--- src/rtl/mc_datapath_param.sv ---
// Parametrised multicycle CPU datapath: PC, IR, MDR, A, B, ALUOut, register file, ALU and steering muxes.
// All sequencing comes from the external control FSM; this block holds no control state of its own.
module mc_datapath_param #(
    parameter int           W         = 32,
    parameter int           REG_COUNT = 32,
    parameter logic [W-1:0] RESET_PC  = '0
) (
    input  logic         clk,
    input  logic         reset,
    input  logic         pc_write,
    input  logic         branch,
    input  logic         branch_ne,
    input  logic         ir_write,
    input  logic         alu_src_a,
    input  logic [1:0]   alu_src_b,
    input  logic [2:0]   alu_control,
    input  logic [1:0]   pc_source,
    input  logic         reg_file_enable,
    input  logic         reg_dst,
    input  logic         mem_to_reg,
    input  logic         data_mem_enable,
    output logic [W-1:0] imem_addr,
    input  logic [31:0]  imem_rdata,
    output logic [W-1:0] dmem_addr,
    output logic [W-1:0] dmem_wdata,
    output logic         dmem_we,
    input  logic [W-1:0] dmem_rdata,
    output logic [5:0]   opcode,
    output logic [5:0]   funct,
    output logic         zero,
    output logic [W-1:0] alu_result
);
    localparam int RA = $clog2(REG_COUNT);

    function automatic logic [W-1:0] alu_op(input logic [2:0] op,
                                            input logic signed [W-1:0] x,
                                            input logic signed [W-1:0] y);
        case (op)
            3'b000:  return x & y;
            3'b001:  return x | y;
            3'b010:  return x + y;
            3'b110:  return x - y;
            3'b111:  return {{(W-1){1'b0}}, (x < y)};
            3'b101:  return {{(W-1){1'b0}}, ($unsigned(x) < $unsigned(y))};
            3'b011:  return x ^ y;
            3'b100:  return ~(x | y);
            default: return '0;
        endcase
    endfunction

    function automatic logic [W-1:0] sext16(input logic [15:0] v);
        return {{(W-16){v[15]}}, v};
    endfunction

    logic [W-1:0]  pc, mdr, a, b, alu_out;
    logic [31:0]   ir;
    logic [W-1:0]  rf [REG_COUNT];
    logic [RA-1:0] rs, rt, rd, wr_addr;
    logic [W-1:0]  rs_data, rt_data, wr_data;
    logic [W-1:0]  imm_ext, imm_sh, src_a, src_b, jump_target, pc_next;
    logic          pc_load;

    // Register fields are truncated to the implemented address width
    assign rs      = ir[21 +: RA];
    assign rt      = ir[16 +: RA];
    assign rd      = ir[11 +: RA];
    assign wr_addr = reg_dst ? rd : rt;
    assign wr_data = mem_to_reg ? mdr : alu_out;
    assign rs_data = (rs == '0) ? '0 : rf[rs];
    assign rt_data = (rt == '0) ? '0 : rf[rt];

    assign imm_ext     = sext16(ir[15:0]);
    assign imm_sh      = imm_ext << 2;
    assign jump_target = {pc[W-1:28], ir[25:0], 2'b00};
    assign src_a       = alu_src_a ? a : pc;

    always_comb begin
        src_b = b;
        case (alu_src_b)
            2'b00: src_b = b;
            2'b01: src_b = W'(4);
            2'b10: src_b = imm_ext;
            2'b11: src_b = imm_sh;
        endcase
    end

    assign alu_result = alu_op(alu_control, src_a, src_b);
    assign zero       = (alu_result == '0);
    assign pc_load    = pc_write | (branch & (zero ^ branch_ne));

    always_comb begin
        pc_next = alu_result;
        case (pc_source)
            2'b00: pc_next = alu_result;
            2'b01: pc_next = alu_out;
            2'b10: pc_next = jump_target;
            2'b11: pc_next = a;
        endcase
    end

    always_ff @(posedge clk or posedge reset) begin
        if (reset) begin
            pc      <= RESET_PC;
            ir      <= '0;
            mdr     <= '0;
            a       <= '0;
            b       <= '0;
            alu_out <= '0;
        end else begin
            if (pc_load)
                pc <= pc_next;
            if (ir_write)
                ir <= imem_rdata;
            mdr     <= dmem_rdata;
            a       <= rs_data;
            b       <= rt_data;
            alu_out <= alu_result;
        end
    end

    // Reads are combinational and see the pre-write value during a write cycle
    always_ff @(posedge clk or posedge reset) begin
        if (reset) begin
            for (int i = 0; i < REG_COUNT; i++)
                rf[i] <= '0;
        end else if (reg_file_enable && (wr_addr != '0)) begin
            rf[wr_addr] <= wr_data;
        end
    end

    assign imem_addr  = pc;
    assign dmem_addr  = alu_out;
    assign dmem_wdata = b;
    assign dmem_we    = data_mem_enable;
    assign opcode     = ir[31:26];
    assign funct      = ir[5:0];
endmodule

--- config.mk ---
export PLATFORM = sky130hd
export DESIGN_NAME = mc_datapath_param
export DESIGN_NICKNAME = d
export VERILOG_FILES = /design/src/rtl/mc_datapath_param.sv
export SDC_FILE = /design/constraint.sdc
export NUM_CORES = 2
export LEC_CHECK = 0
export ABC_CLOCK_PERIOD_IN_PS = 40600
export CAP_MARGIN = 20
export CELL_PAD_IN_SITES_DETAIL_PLACEMENT = 1
export CELL_PAD_IN_SITES_GLOBAL_PLACEMENT = 2
export CORE_ASPECT_RATIO = 2
export CORE_UTILIZATION = 30
export DETAILED_ROUTE_END_ITERATION = 10
export PLACE_DENSITY = 0.72
export SYNTH_ARGS = -nofsm -noshare
export SYNTH_HDL_FRONTEND = slang
export SYNTH_SLANG_ARGS = --single-unit
--- constraint.sdc ---
create_clock -name clk -period 40.6 [get_ports clk]
set_input_delay 8.12 -clock clk [delete_from_list [all_inputs] [get_ports clk]]
set_output_delay 8.12 -clock clk [all_outputs]
set_load 0.005 [all_outputs]
## Word level (Yosys, flattened, before mapping)

Cells that the tools add are included.
W data, S select, Z words.

| storage, ports and cells | value |
|---|---|
| register bits after elaboration | 1,216 |
| bits in latches | 0 |
| RAM bits | 0 |
| memory bits (read-only) | 0 |
| bits of input ports | 82 |
| memories | 0 |

| operators by class | value |
|---|---|
| add/sub/neg operators | 2 |
| $mul | 0 |
| divide/modulo/power cells | 0 |
| order comparisons | 6 |
| equality and inequality tests | 13 |
| shift operators | 0 |
| muxes and demuxes | 17 |
| bitwise operators | 11 |
| reductions and logical operators | 10 |

Operators with widths:

| cell | number |
|---|---|
| $bwmux W1024 | 1 |
| $bmux W32 S5 | 2 |
| $mux W32 | 9 |
| $pmux W32 S4 | 2 |
| $pmux W32 S8 | 1 |
| $demux W32 S5 | 1 |
| $lt A32 B32 Y1 | 2 |
| $add A32 B32 Y32 | 1 |
| $and A32 B32 Y32 | 1 |
| $logic_not A32 Y1 | 1 |
| $not A32 Y32 | 1 |
| $or A32 B32 Y32 | 1 |
| $sub A32 B32 Y32 | 1 |
| $xor A32 B32 Y32 | 1 |
| $ge A6 B6 Y1 const B | 3 |
| $not A5 Y6 | 3 |
| $eq A3 B3 Y1 const B | 4 |
| $logic_not A5 Y1 | 2 |
| $eq A2 B2 Y1 const B | 4 |
| $eq A3 B2 Y1 const B | 2 |
| $lt A6 B1 Y1 const B | 1 |
| $mux W5 | 1 |
| $reduce_bool A5 Y1 | 1 |
| $eq A2 B1 Y1 const B | 2 |
| 9 further kinds | 11 |

## Logic depth before layout (Yosys ltp)

| depth | value |
|---|---|
| depth after elaboration | 10 |
| gate-level depth with buffers | 24 |
| gate-level depth less buffers | 18 |

## Worst setup path after synthesis

OpenSTA, ideal clock, no wires.

| timing | value |
|---|---|
| path type | input to output |
| start point | in alu_src_b[1] |
| end point | out zero |
| data arrival time | 13.492 ns |
| setup slack | 18.988 ns |
| stages | 21 |
| path buffers | 5 |
| path through | clkbuf_1 > clkbuf_1 > mux2i_1 > nor2_1 > ha_1 > fa_1 > nand3_1 > nand2_1 > a31o_2 > o32a_1 > or4_1 > a2111o_1 > or4_1 > or4_4 > nor4_4 > nand3_2 > or2_1 > buf_2 > buf_2 > clkbuf_1 > inv_1 |

| between the ends | value |
|---|---|
| longest elaborated chain between the ends | 6 |
| elaborated cells on any way between the ends | 15 |
| classes of those cells | add/sub: 2; order compare: 2; eq/ne: 3; mux: 2; bitwise: 4; reduce/logical: 2 |

Ends and longest elaborated chain:

| what | RTL line | RTL |
|---|---|---|
| from (decl) | 15 | `input logic [1:0] alu_src_b,` |
| $eq A2 B2 Y1, or another cell as far along | 79 | `case (alu_src_b)` |
| $pmux W32 S4 (*) | 79 |  |
| parallel branches: the longest is 2 deep, another holds $sub A32 B32 Y32 | n/a |  |
| $pmux W32 S8 (*) | 38 | `case (op)` |
| net alu_result[4] | 31 | `output logic [W-1:0] alu_result` |
| $logic_not A32 Y1 (*) | 88 | `assign zero = (alu_result == '0);` |
| to (decl) | 30 | `output logic zero,` |

Mark *: on every way through the listed nets, which the timed path passes.

## Worst setup path after layout

| timing | value |
|---|---|
| start point | in alu_src_b[1] |
| end point | out zero |

| between the ends | value |
|---|---|
| longest elaborated chain between the ends | 6 |
| elaborated cells on any way between the ends | 15 |
| classes of those cells | add/sub: 2; order compare: 2; eq/ne: 3; mux: 2; bitwise: 4; reduce/logical: 2 |

Ends and longest elaborated chain:

| what | RTL line |
|---|---|
| $eq A2 B2 Y1, or another cell as far along | 79 |
| $pmux W32 S4 (*) | 79 |
| parallel branches: the longest is 2 deep, another holds $sub A32 B32 Y32 | n/a |
| $pmux W32 S8 (*) | 38 |
| $logic_not A32 Y1 (*) | 88 |

Mark *: on every way between the ends.

==> out/results.tsv <==
stage	metric	value	unit
routing	routed len/inst	32.38	um
critical_path	path type of the worst setup path	in -> out	
floorplan	Die W	336.6	um
flow_run	max-cap check violation count	0	
worst_hold_path	hold-critical path endpoint	rf[1009]	
logic_synthesis	Unique masters post-synth	79	
sta	minimum clock period	24.58	ns
critical_path	crit path buf inv count	4	
routing	drt via density	5.876	
floorplan	Die Area	0.2259	mm^2
logic_synthesis	Synth async-reset ratio	100.0	%
clock_tree	Post-CTS Setup Bufs	0	
clock_tree	Clock Sinks	1216	
critical_path	Slowest cell on crit path	nand3_2	
clock_tree	Longest Clk Path Bufs	3	
logic_synthesis	Syn Nets	6555	
critical_path	CP Capture Type	output pin	
routing	Pre-antenna DRT Iters	5	
floorplan	# IOs	224	
floorplan	Initial Util	30.18	%
global_route	largest net degree at the start of global routing	164	
critical_path	Crit Path Max Fanout	27	
sta	Hold Fails Final Rpt	0	
critical_path	Reg-to-Reg End	imem_addr[10]	
finish	final instance area	0.07651	mm^2
logic_synthesis	post-synth top area cell	dfrtp_1	
worst_hold_path	Min-Delay Path Class	reg -> reg	
placed_design	post-DP HPWL	194500	um
logic_synthesis	Yosys warnings	0	
critical_path	Worst EP required	32.48	ns
global_route	first-pass GRT wire length	430300	um
sta	hold_ws	0.4010	ns
logic_synthesis	most frequent cells after synthesis	dfrtp_1 (1,216), nor2_1 (984), a21oi_1 (977)	
routing	Vias	54700	
clock_tree	CTS buffer count	110	
clock_tree	CTS clk-pin slew, worst paths	0.07	ns
clock_tree	post-cts resize count	0	
placed_design	IO buf count	221	
logic_synthesis	Post-synth EDFFs	0	
worst_hold_path	HP Start	rf[1009]	
sta	Slew HR	18.16	%
logic_synthesis	synthesized flop and latch total	1216	
global_route	GRT overflow	0	
power	Cell Pwr Density	72.89	mW/mm^2
routing	DRC Markers	0	
logic_synthesis	sequential cell area fraction in the yosys report	45.31	%
sta	Highest Clock Rate	0.04068	GHz
sta	RSZ-0062 raised after global routing	false	
sta	slew of the pin with the lowest slew margin	1.217	ns
critical_path	CP top delay family	simple AND/OR/NAND/NOR gates	
critical_path	Setup crit start kind	input port	
logic_synthesis	Area contributors post-synth	dfrtp_1 (45%), mux4_2 (17%), a21oi_1 (7.3%)	
global_route	Total GRT Usage	26.56	%
finish	share of cells above drive strength 1	17.70	%
worst_hold_path	hold depth	0	
global_route	antenna violations before repair	26	
logic_synthesis	Post-synth top flop	dfrtp_1	
critical_path	FF-to-FF Start	imem_addr[0]	
finish	Fill cells	24580	
power	Max rail drop VDD	0.03518	mV
power	Leak	31.17	nW
sta	Slew Viols, Final	0	
placed_design	DP Area	0.07252	mm^2
clock_tree	clock root buffer	clkbuf_16	
finish	Area Overhead vs Synth	13.93	%
critical_path	max incr delay on CP	0.88	ns
critical_path	cell chain of the critical path	clkdlybuf4s50_1 > buf_4 > and2_1 > a21oi_1 > o21ai_0 > ha_1 > nand4_1 > or3_1 > or4b_2 > o211ai_1 > o21ai_0 > a311o_1 > o32a_1 > nor3_1 > nand3_2 > or2_2 > inv_1 > clkdlybuf4s50_1	
logic_synthesis	Synth top area share	45.31	%
global_route	grt peak-use layer	met2	
logic_synthesis	cell count after synthesis	6371	
critical_path	CP Depth	18	
floorplan	chip height	671.1	um
clock_tree	worst skew pair latency	0.77	ns
critical_path	FF-to-FF setup slack	32.00	ns
clock_tree	CTS tree	built	
placed_design	gp weighted congestion	0.9706	
sta	Setup violations, final	0	
routing	DRT antenna net count	0	
global_route	met3 global-route usage	4.954	%
finish	Util after Layout	34.38	%
logic_synthesis	most frequent cell after synthesis	dfrtp_1	
critical_path	FF-to-FF path depth	19	
outcome	status	finished, final reports clean	
critical_path	CP arrival	16.46	ns
global_route	met1 track demand over resource	27.76	%
clock_tree	cts hold-fix bufs	0	
clock_tree	CTS H-tree lvls	3	
global_route	met2 global-route usage	46.65	%
routing	drt total wl	301500	um
routing	initial DRC count	3759	
sta	setup_tns	0	ns
floorplan	# rows	245	
floorplan	core footprint	0.2226	mm^2
sta	Clock Skews	0.05695	ns
logic_synthesis	syn_area_per_cell	10.54	um^2
sta	post-route clock period utilization	60.54	%
logic_synthesis	Mapped Area	0.06716	mm^2
finish	nets@finish	6421	
global_route	number of global-route vias before repair	58440	
-- worst reg2reg max path, cell delays in order (launching register included) --
cell and delay [ns]:
dfrtp_1 1.00, mux2i_1 0.31, ha_1 0.31, inv_1 0.10
fa_1 0.19, nand2b_1 0.11, a2111o_1 0.50, a21oi_1 0.76
o31ai_1 0.17, buf_4 0.21, o21ai_0 0.45, a31oi_1 0.30
a221o_1 0.44, a221o_1 0.41, nor3_1 0.41, nand3_2 0.88
or2_2 0.86, buf_4 0.37, or3_1 0.64, nand4_1 0.11
-- cells by family after synthesis --
family	after synthesis	share of synthesized area [%]
adders and majority gates	102	1.923
AOI/OAI and AO/OA	1704	14.64
xor gates and xnor gates	14	0.1826
buffers and inverters	754	4.311
DFF	1216	45.31
muxes	888	22.86
and+or+nand+nor	1693	10.77
-- layout by cell type (no fill, tap or decap), types with 48 or more instances in the layout --
cell | netlist | layout
nand2_1 | 367 | 359
clkdlybuf4s50_1 | 0 | 212
ha_1 | 100 | 100
a21oi_1 | 977 | 977
mux2_2 | 132 | 132
o21ai_0 | 273 | 273
mux4_2 | 503 | 503
inv_1 | 98 | 97
dfrtp_1 | 1216 | 1206
buf_4 | 13 | 168
clkbuf_16 | 0 | 111
o22ai_1 | 65 | 65
a221oi_1 | 51 | 50
mux2i_1 | 251 | 219
nor3b_1 | 60 | 60
o221ai_1 | 48 | 48
nor3_1 | 77 | 73
nor2_1 | 984 | 959
-- metal layers --
metal  vias to the layer above  share of wire (%)
met5                         -              0.029
met4                        14                8.9
met3                       950                5.5
met2                      1968                 51
met1                     28830                 34
li1                      22930                  -
-- worst max path at each step --
stage                            start  slack (ns)  endpoint
final                     alu_src_b[1]       16.02      zero
after global routing      alu_src_b[1]       15.90      zero
after CTS                 alu_src_b[1]       16.16      zero
after detailed placement  alu_src_b[1]       16.18      zero
after global placement    alu_src_b[1]       16.29      zero
after floorplan                  reset       15.68      a[0]
-- cell type report --
type	instances	area, um^2	area share [%]
multi-input cells	4401	34320	44.86
flip-flops and latches	1216	30470	39.82
repair buffers	408	3860	5.045
well taps	2964	3709	4.847
clock buffers	154	3199	4.182
clock inverters	50	530.5	0.6934
inverters	100	379.1	0.4955
diodes	16	40.04	0.05233
-- state kept, by name (all words and copies together), names as in the netlist --
signal,flops
dmem_wdata,32
mdr,32
imem_addr,32
rf,1024
dmem_addr,32
ir,32
a,32
-- power by group --
group	internal, mW	switching (mW)	total, mW
Sequential	1.74	0.499	2.24
Combinational	1.04	1.17	2.21
Clock	0.598	0.526	1.12
Total	3.38	2.19	5.58
-- through the flow --
stage          cells  setup slack, ns  power, mW
2_1_floorplan   6371            15.68      3.546
3_3_place_gp    9074            16.29      4.296
3_5_place_dp    9079            16.18      4.417
4_1_cts         9283            16.16      5.551
5_1_grt         9298            15.90      5.855
6_report        9309            16.02      5.576
Note: power is estimated with default switching activity, not from simulation.
